## config.mk

```make
export PLATFORM = sky130hd
export DESIGN_NAME = mbus_read_seq
export DESIGN_NICKNAME = d
export VERILOG_FILES = /design/src/rtl/mbus_read_seq_pkg.sv /design/src/rtl/mbus_read_seq_phase.sv /design/src/rtl/mbus_read_seq.sv
export SDC_FILE = /design/constraint.sdc
export NUM_CORES = 1
export LEC_CHECK = 0
export CORE_MARGIN = 5
export CORE_UTILIZATION = 35
export DETAILED_ROUTE_END_ITERATION = 12
export PLACE_DENSITY_LB_ADDON = 0.12
export SYNTH_ARGS = -nofsm -noshare
export SYNTH_HDL_FRONTEND = slang
export SYNTH_SLANG_ARGS = --single-unit
```

## constraint.sdc

```tcl
create_clock -name clk -period 4.8 [get_ports clk]
set_clock_uncertainty 0.1 [all_clocks]
set_input_delay 0.96 -clock clk [delete_from_list [all_inputs] [get_ports clk]]
set_output_delay 0.96 -clock clk [all_outputs]
set_load 0.02 [all_outputs]
```

## src/rtl/mbus_read_seq_pkg.sv

```systemverilog
// kl10pv: shared MBUS types and constants for the read-cycle sequencer
//   W36          data word width
//   MBUS_PHASES  number of interleaved MBUS phases (A, B)
//   tMbusPhaseSt per-phase read-cycle state
//   popcount4    number of words requested by a 4-bit mask
package kl10pv;
  localparam int W36 = 36;
  localparam int MBUS_PHASES = 2;
  typedef enum logic [1:0] {IDLE, START, DATA} tMbusPhaseSt;
  function automatic logic [2:0] popcount4(input logic [0:3] m);
    return 3'(m[0]) + 3'(m[1]) + 3'(m[2]) + 3'(m[3]);
  endfunction
endpackage

```

## src/rtl/mbus_read_seq_phase.sv

```systemverilog
// mbus_phase_seq: one MBUS phase read cycle (START/ACKN, word count, timeout)
//   accept        load addr/rqIn and enter START
//   ackn, valid   raw MBUS ACKN / VALID for this phase
//   state         current phase state; adr/rq are the latched request
//   wo, last      word offset of the next word; next word ends the cycle
//   timeout       this edge aborts the cycle
module mbus_phase_seq
  import kl10pv::*;
#(
  parameter int TIMEOUT = 64
) (
  input  logic         clk,
  input  logic         reset,
  input  logic         accept,
  input  logic [14:35] addr,
  input  logic [0:3]   rqIn,
  input  logic         ackn,
  input  logic         valid,
  output tMbusPhaseSt  state,
  output logic [14:35] adr,
  output logic [0:3]   rq,
  output logic [34:35] wo,
  output logic         last,
  output logic         timeout
);
  localparam int CW = $clog2(TIMEOUT + 1);
  tMbusPhaseSt nxt;
  logic [CW-1:0] cnt;
  logic [2:0] n;
  logic take, done;
  assign take = state == DATA && valid;
  assign last = n == 3'd1;
  assign done = take && last;
  always_ff @(posedge clk or posedge reset)
    if (reset) state <= IDLE;
    else state <= nxt;
  // completion on the final word wins over a timeout on the same edge
  always_comb begin
    timeout = state != IDLE && !done && cnt == CW'(TIMEOUT - 1);
    nxt = state == IDLE ? (accept ? START : IDLE) :
          (timeout || done) ? IDLE :
          (state == START && ackn) ? DATA : state;
  end
  always_ff @(posedge clk or posedge reset)
    if (reset) begin
      adr <= '0;
      rq <= '0;
      wo <= '0;
      n <= '0;
      cnt <= '0;
    end else if (accept) begin
      adr <= addr;
      rq <= rqIn;
      wo <= addr[34:35];
      n <= popcount4(rqIn);
      cnt <= '0;
    end else begin
      if (state != IDLE) cnt <= cnt + CW'(1);
      if (take) begin
        wo <= wo + 2'd1;
        n <= n - 3'd1;
      end
    end
endmodule

```

## src/rtl/mbus_read_seq.sv

```systemverilog
// mbus_read_seq: MBUS read sequencer issuing quadword reads alternately on phases A/B
//   req*      request handshake from cache-fill logic (addr, word mask)
//   start*/ackn*/validIn*, adr/adrHold/rq, dIn/parIn   MBUS memory port
//   rd*       returned word stream with offset, phase, parity error, last-word flag
//   errTimeout/errCollide  abort and dropped-B-word pulses
module mbus_read_seq
  import kl10pv::*;
#(
  parameter int TIMEOUT = 64
) (
  input  logic           clk,
  input  logic           reset,
  input  logic           reqValid,
  output logic           reqReady,
  input  logic [14:35]   reqAddr,
  input  logic [0:3]     reqRq,
  output logic           startA,
  output logic           startB,
  input  logic           acknA,
  input  logic           acknB,
  input  logic           validInA,
  input  logic           validInB,
  output logic [14:35]   adr,
  output logic           adrHold,
  output logic [0:3]     rq,
  input  logic [0:W36-1] dIn,
  input  logic           parIn,
  output logic           rdValid,
  output logic [0:W36-1] rdData,
  output logic [34:35]   rdWord,
  output logic           rdPhase,
  output logic           rdParErr,
  output logic           rdDone,
  output logic           errTimeout,
  output logic           errCollide
);
  tMbusPhaseSt st [MBUS_PHASES];
  logic [14:35] padr [MBUS_PHASES];
  logic [0:3] prq [MBUS_PHASES];
  logic [34:35] pwo [MBUS_PHASES];
  logic [MBUS_PHASES-1:0] acc, ack, vin, last, to, pend;
  logic ptr, accept, va, vb;
  assign ack = {acknB, acknA};
  assign vin = {validInB, validInA};
  for (genvar p = 0; p < MBUS_PHASES; p++) begin : g_ph
    assign pend[p] = st[p] == START;
    assign acc[p] = accept && ptr == 1'(p);
    mbus_phase_seq #(.TIMEOUT(TIMEOUT)) u_ph (
      .clk(clk),
      .reset(reset),
      .accept(acc[p]),
      .addr(reqAddr),
      .rqIn(reqRq),
      .ackn(ack[p]),
      .valid(vin[p]),
      .state(st[p]),
      .adr(padr[p]),
      .rq(prq[p]),
      .wo(pwo[p]),
      .last(last[p]),
      .timeout(to[p])
    );
  end
  // only one START can be pending, so the address mux never has to arbitrate
  assign reqReady = st[ptr] == IDLE && pend == '0 && reqRq != '0;
  assign accept = reqValid && reqReady;
  assign startA = pend[0];
  assign startB = pend[1];
  assign adrHold = |pend;
  assign adr = pend[0] ? padr[0] : pend[1] ? padr[1] : '0;
  assign rq = pend[0] ? prq[0] : pend[1] ? prq[1] : '0;
  assign va = vin[0] && st[0] == DATA;
  assign vb = vin[1] && st[1] == DATA;
  // on a collision phase B still counts its word (inside its FSM) but it is not delivered
  always_ff @(posedge clk or posedge reset)
    if (reset) begin
      ptr <= 1'b0;
      rdValid <= 1'b0;
      rdData <= '0;
      rdWord <= '0;
      rdPhase <= 1'b0;
      rdParErr <= 1'b0;
      rdDone <= 1'b0;
      errTimeout <= 1'b0;
      errCollide <= 1'b0;
    end else begin
      if (accept) ptr <= !ptr;
      rdValid <= va || vb;
      rdData <= (va || vb) ? dIn : '0;
      rdWord <= va ? pwo[0] : vb ? pwo[1] : '0;
      rdPhase <= !va && vb;
      rdParErr <= (va || vb) && (parIn ^ (^dIn));
      rdDone <= va ? last[0] : vb && last[1];
      errTimeout <= |to;
      errCollide <= va && vb;
    end
endmodule

```

==> impl_results.md <==
- Initial DRC Count: roughly 180
- Placed Cells incl. Taps: between 800 and 900
- Root Buffer Master: sky130_fd_sc_hd__clkbuf_16
- Most numerous cell in the Yosys netlist: sky130_fd_sc_hd__nand2_1
- Gr busiest metal: met2
- Biggest area contributors in the synthesized netlist: sky130_fd_sc_hd__dfrtp_1 (56%), sky130_fd_sc_hd__nand2_1 (12%), sky130_fd_sc_hd__xnor2_1 (4.9%)
- Vias/cell: approximately 4.6
- Maximum buffer depth of the clock tree: 2
- Summed area of non-filler cells in the final layout: 7740 um^2
- Combined area of the multi-input logic cells: around 2200 um^2
- GPL Wtd Cong: 0.786
- Critical path's top delay family: simple AND/OR/NAND/NOR gates
- Die Area: 18500 um^2
- Total count of hold-check failures in the final report: 0
- Top-level port count: 144
- Area fraction in and, or, nand and nor cells after synthesis: between 20% and 30%
- Met3 Resource Use GR: 7.03%
- Final core occ: between 40% and 50%
- Final layout net count: 771
- Count of endpoints failing setup in the final report: 0
- Count of hold buffers inserted by post-cts repair: 0
- Number of fill cells: between 1000 and 1500
- Number of warning messages in the yosys log: 0
- Critical path buffer and inverter count: 2
- Area fraction of the dominant cell type after synthesis: between 50% and 60%
- Die outline width: 136 um
- Total power consumption of the routed design: 4.40 mW
- CTS sink count: about 130
- Min cycle time layout: approximately 4.2 ns
- GR Util met2: about 26%
- Fraction of the mapped netlist area in adder cells: 2.39%
- Cell Area, Synth: about 5600 um^2
- Instance area at placement: 7180 um^2
- Ratio of cells with drive above 1 in the final layout: approximately 6.7%
- Library cells used by synthesis: 38
- Number of flops mapped to enable cells by yosys: 0
- Critical path fanouts, max: 15
- Critical path required time: 3.74 ns
- Wire length of the first global-routing pass: about 23000 um
- Hold slack: 0.374 ns
- Slowest cell on the critical path: sky130_fd_sc_hd__nor2b_2
- Clock transition at path regs: 0.05 ns
- Critical path startpoint category: flip-flop
- Number of standard cells after synthesis: around 550
- FP Rows: between 40 and 50
- CTS tree: done
- Clock H-tree levels: 4
- Most used flip-flop cell after synthesis: sky130_fd_sc_hd__dfrtp_1
- Least-Margin Pin Slew: 0.955 ns
- PostCTS Resize Cnt: 0
- MaxCap Viol Count: 0
- Layout overhead on the synthesized area: 39.5%
- Static leakage: roughly 3.6 nW
- Area of the core: between 15000 and 20000 um^2
- IR Drop Worst-Case VDD: 240 uV
- Setup slack at placement: 0.841 ns
- Pins over their slew limit: 0
- Detailed-route via count: 4218
- Final worst-path cycle share: around 87%
- Path class of the lowest-slack min-delay path: reg2reg
- Register cell area after layout: between 3000 and 4000 um^2
- Largest area contributor in the netlist: sky130_fd_sc_hd__dfrtp_1
- Starting Density: between 30% and 40%
- Mean instance size in the synthesized netlist: between 10 and 15 um^2
- Antenna violations before repair: 0
- Slew Limit Headroom: a little over a third
- Global-route usage over all layers: roughly 16%
- Final worst-path setup slack: between 0.6 and 0.7 ns
- Setup crit end kind: output pin
- Detailed-routing iteration count for the pre-antenna-repair pass: 4
- TritonCTS buffer count: 17
- Seq cells post-synth: ~130
- Run status: completed
- Number of cells in the finished layout apart from fillers: 919
- Latest clock arrival within the worst-skew pair: around 0.40 ns
- Residual DRC count: 0
- Highest attainable clock frequency: ~240 MHz
- Die extent in y: about 140 um
- Post-detailed-placement half-perimeter wirelength: around 9700 um
- Arrival time of data at the critical path endpoint: slightly above 3 ns
- Number of buffers added for setup after CTS: 0
- Diodes inserted: 0
- Ranking of synthesized cells by instance count: sky130_fd_sc_hd__nand2_1 (173), sky130_fd_sc_hd__dfrtp_1 (125), sky130_fd_sc_hd__and2_1 (36)
- Cell chain of the critical path: nor2b_1, nor2b_2, buf_4, a22o_1, clkdlybuf4s50_1
- Syn Nets: 631
- Total negative setup slack: 0 ns
- Compound-gate portion of the synthesized area: 8.25%
- Async set-reset flop share out of synthesis: 100%
- Met1 GRT Util: ~18%
- Number of global-route vias before repair: between 4000 and 5000
- XOR/XNOR Fraction of Synth Area: ~8.6%
- Wirelength per Cell: 15.2 um
- Power density cells: approximately 570 nW/um^2
- RSZ-0062 raised after global routing: false
- Remaining antenna violation count after routing: 0
- Share of the yosys chip area belonging to registers: 56.4%
- Main combinational cell family by area after synthesis: simple AND/OR/NAND/NOR gates
- Classification of the worst setup path: reg2out
- Portion of netlist area occupied by mux cells: 0.180%
- Peak per-stage delay on the critical path: around 0.6 ns
- Final routed wirelength across all metal layers: approximately 14000 um
- Largest net degree at the start of global routing: slightly below 80
- Number of input and output port buffers inserted: around 140
- Congestion Overflow GR: 0
[registers in the layout (all words and copies together) (netlist names)]
signal,flops
errCollide,1
errTimeout,1
g_ph.u_ph.adr,44
g_ph.u_ph.cnt,14
g_ph.u_ph.n,6
g_ph.u_ph.rq,8
g_ph.u_ph.state,4
g_ph.u_ph.wo,4
ptr,1
rdData,36
rdDone,1
rdParErr,1
rdPhase,1
rdValid,1
rdWord,2
[tightest hold or removal path, cell delays in order, from the launching register on]
cell and delay (ns):
sky130_fd_sc_hd__dfrtp_1 0.34, sky130_fd_sc_hd__nand2_1 0.05, sky130_fd_sc_hd__nand2_1 0.05
[cell families after synthesis]
group | count (synthesis)
and+or+nand+nor | 261
DFF | 125
AOI/OAI and AO/OA | 66
xor gates and xnor gates | 48
buffers and inverters | 40
adders and majority gates | 10
muxes | 1
[final cells by class]
cell class | instances | share of cell area [%]
multi-input combinational | 386 | 29.0
clock inverter | 8 | 1.16
inverter | 10 | 0.517
timing repair buffer | 151 | 19.3
clock buffer | 23 | 6.17
tap | 216 | 3.49
sequential | 125 | 40.4
[cell usage in the layout (no fill, tap or decap), types with 3 or more instances in the layout]
cell / synthesis / layout
sky130_fd_sc_hd__nand2_1: 173 / 173
sky130_fd_sc_hd__and2_1: 36 / 36
sky130_fd_sc_hd__or3_1: 3 / 3
sky130_fd_sc_hd__or2_2: 4 / 4
sky130_fd_sc_hd__clkbuf_1: 18 / 3
sky130_fd_sc_hd__xnor3_1: 4 / 4
sky130_fd_sc_hd__clkinv_2: 0 / 6
sky130_fd_sc_hd__ha_1: 9 / 9
sky130_fd_sc_hd__inv_1: 10 / 9
sky130_fd_sc_hd__clkdlybuf4s50_1: 0 / 143
sky130_fd_sc_hd__buf_4: 1 / 8
sky130_fd_sc_hd__a21oi_1: 10 / 10
sky130_fd_sc_hd__clkbuf_8: 0 / 3
sky130_fd_sc_hd__nor3_1: 6 / 5
sky130_fd_sc_hd__nor2_1: 22 / 22
sky130_fd_sc_hd__xnor2_1: 31 / 31
sky130_fd_sc_hd__o21ai_0: 19 / 19
sky130_fd_sc_hd__clkbuf_16: 0 / 17
sky130_fd_sc_hd__dfrtp_1: 125 / 125
sky130_fd_sc_hd__xor2_1: 13 / 13
sky130_fd_sc_hd__a22o_1: 27 / 27
sky130_fd_sc_hd__nand3_1: 3 / 3
sky130_fd_sc_hd__nand3b_1: 4 / 4
[where the power goes]
group          leakage [nW]  internal [mW]  switching, mW  total (mW)
Clock                 0.286          0.797          0.440        1.24
Combinational          1.68          0.712          0.880        1.59
Sequential             1.64           1.37          0.202        1.57
Total                  3.61           2.88           1.52        4.40
[metal layers]
metal | vias to the layer above | part of all wire (%)
li1 | 2056 | -
met1 | 2024 | 41
met2 | 126 | 48
met3 | 12 | 9.4
met4 | 0 | 1.2
met5 | - | 0
[path summary, 6_finish.rpt]
path	from	end	slack (ns)	cells past startpoint
worst max register to register	g_ph[0].u_ph.state[0]$_DFFE_PP0P_	g_ph[1].u_ph.adr[22]$_DFFE_PP0P_	2.38	5
max in group asynchronous	reset	rdData[34]$_DFF_PP0_	2.66	3
worst max-delay path	g_ph[1].u_ph.state[0]$_DFFE_PP0P_	adr[35]	0.63	5
worst min-delay path	g_ph[1].u_ph.adr[15]$_DFFE_PP0P_	g_ph[1].u_ph.adr[15]$_DFFE_PP0P_	0.37	2
worst min register to register	g_ph[1].u_ph.adr[15]$_DFFE_PP0P_	g_ph[1].u_ph.adr[15]$_DFFE_PP0P_	0.37	2
min in group asynchronous	reset	rdData[11]$_DFF_PP0_	1.01	2
Power figures use the tool's default switching activity.
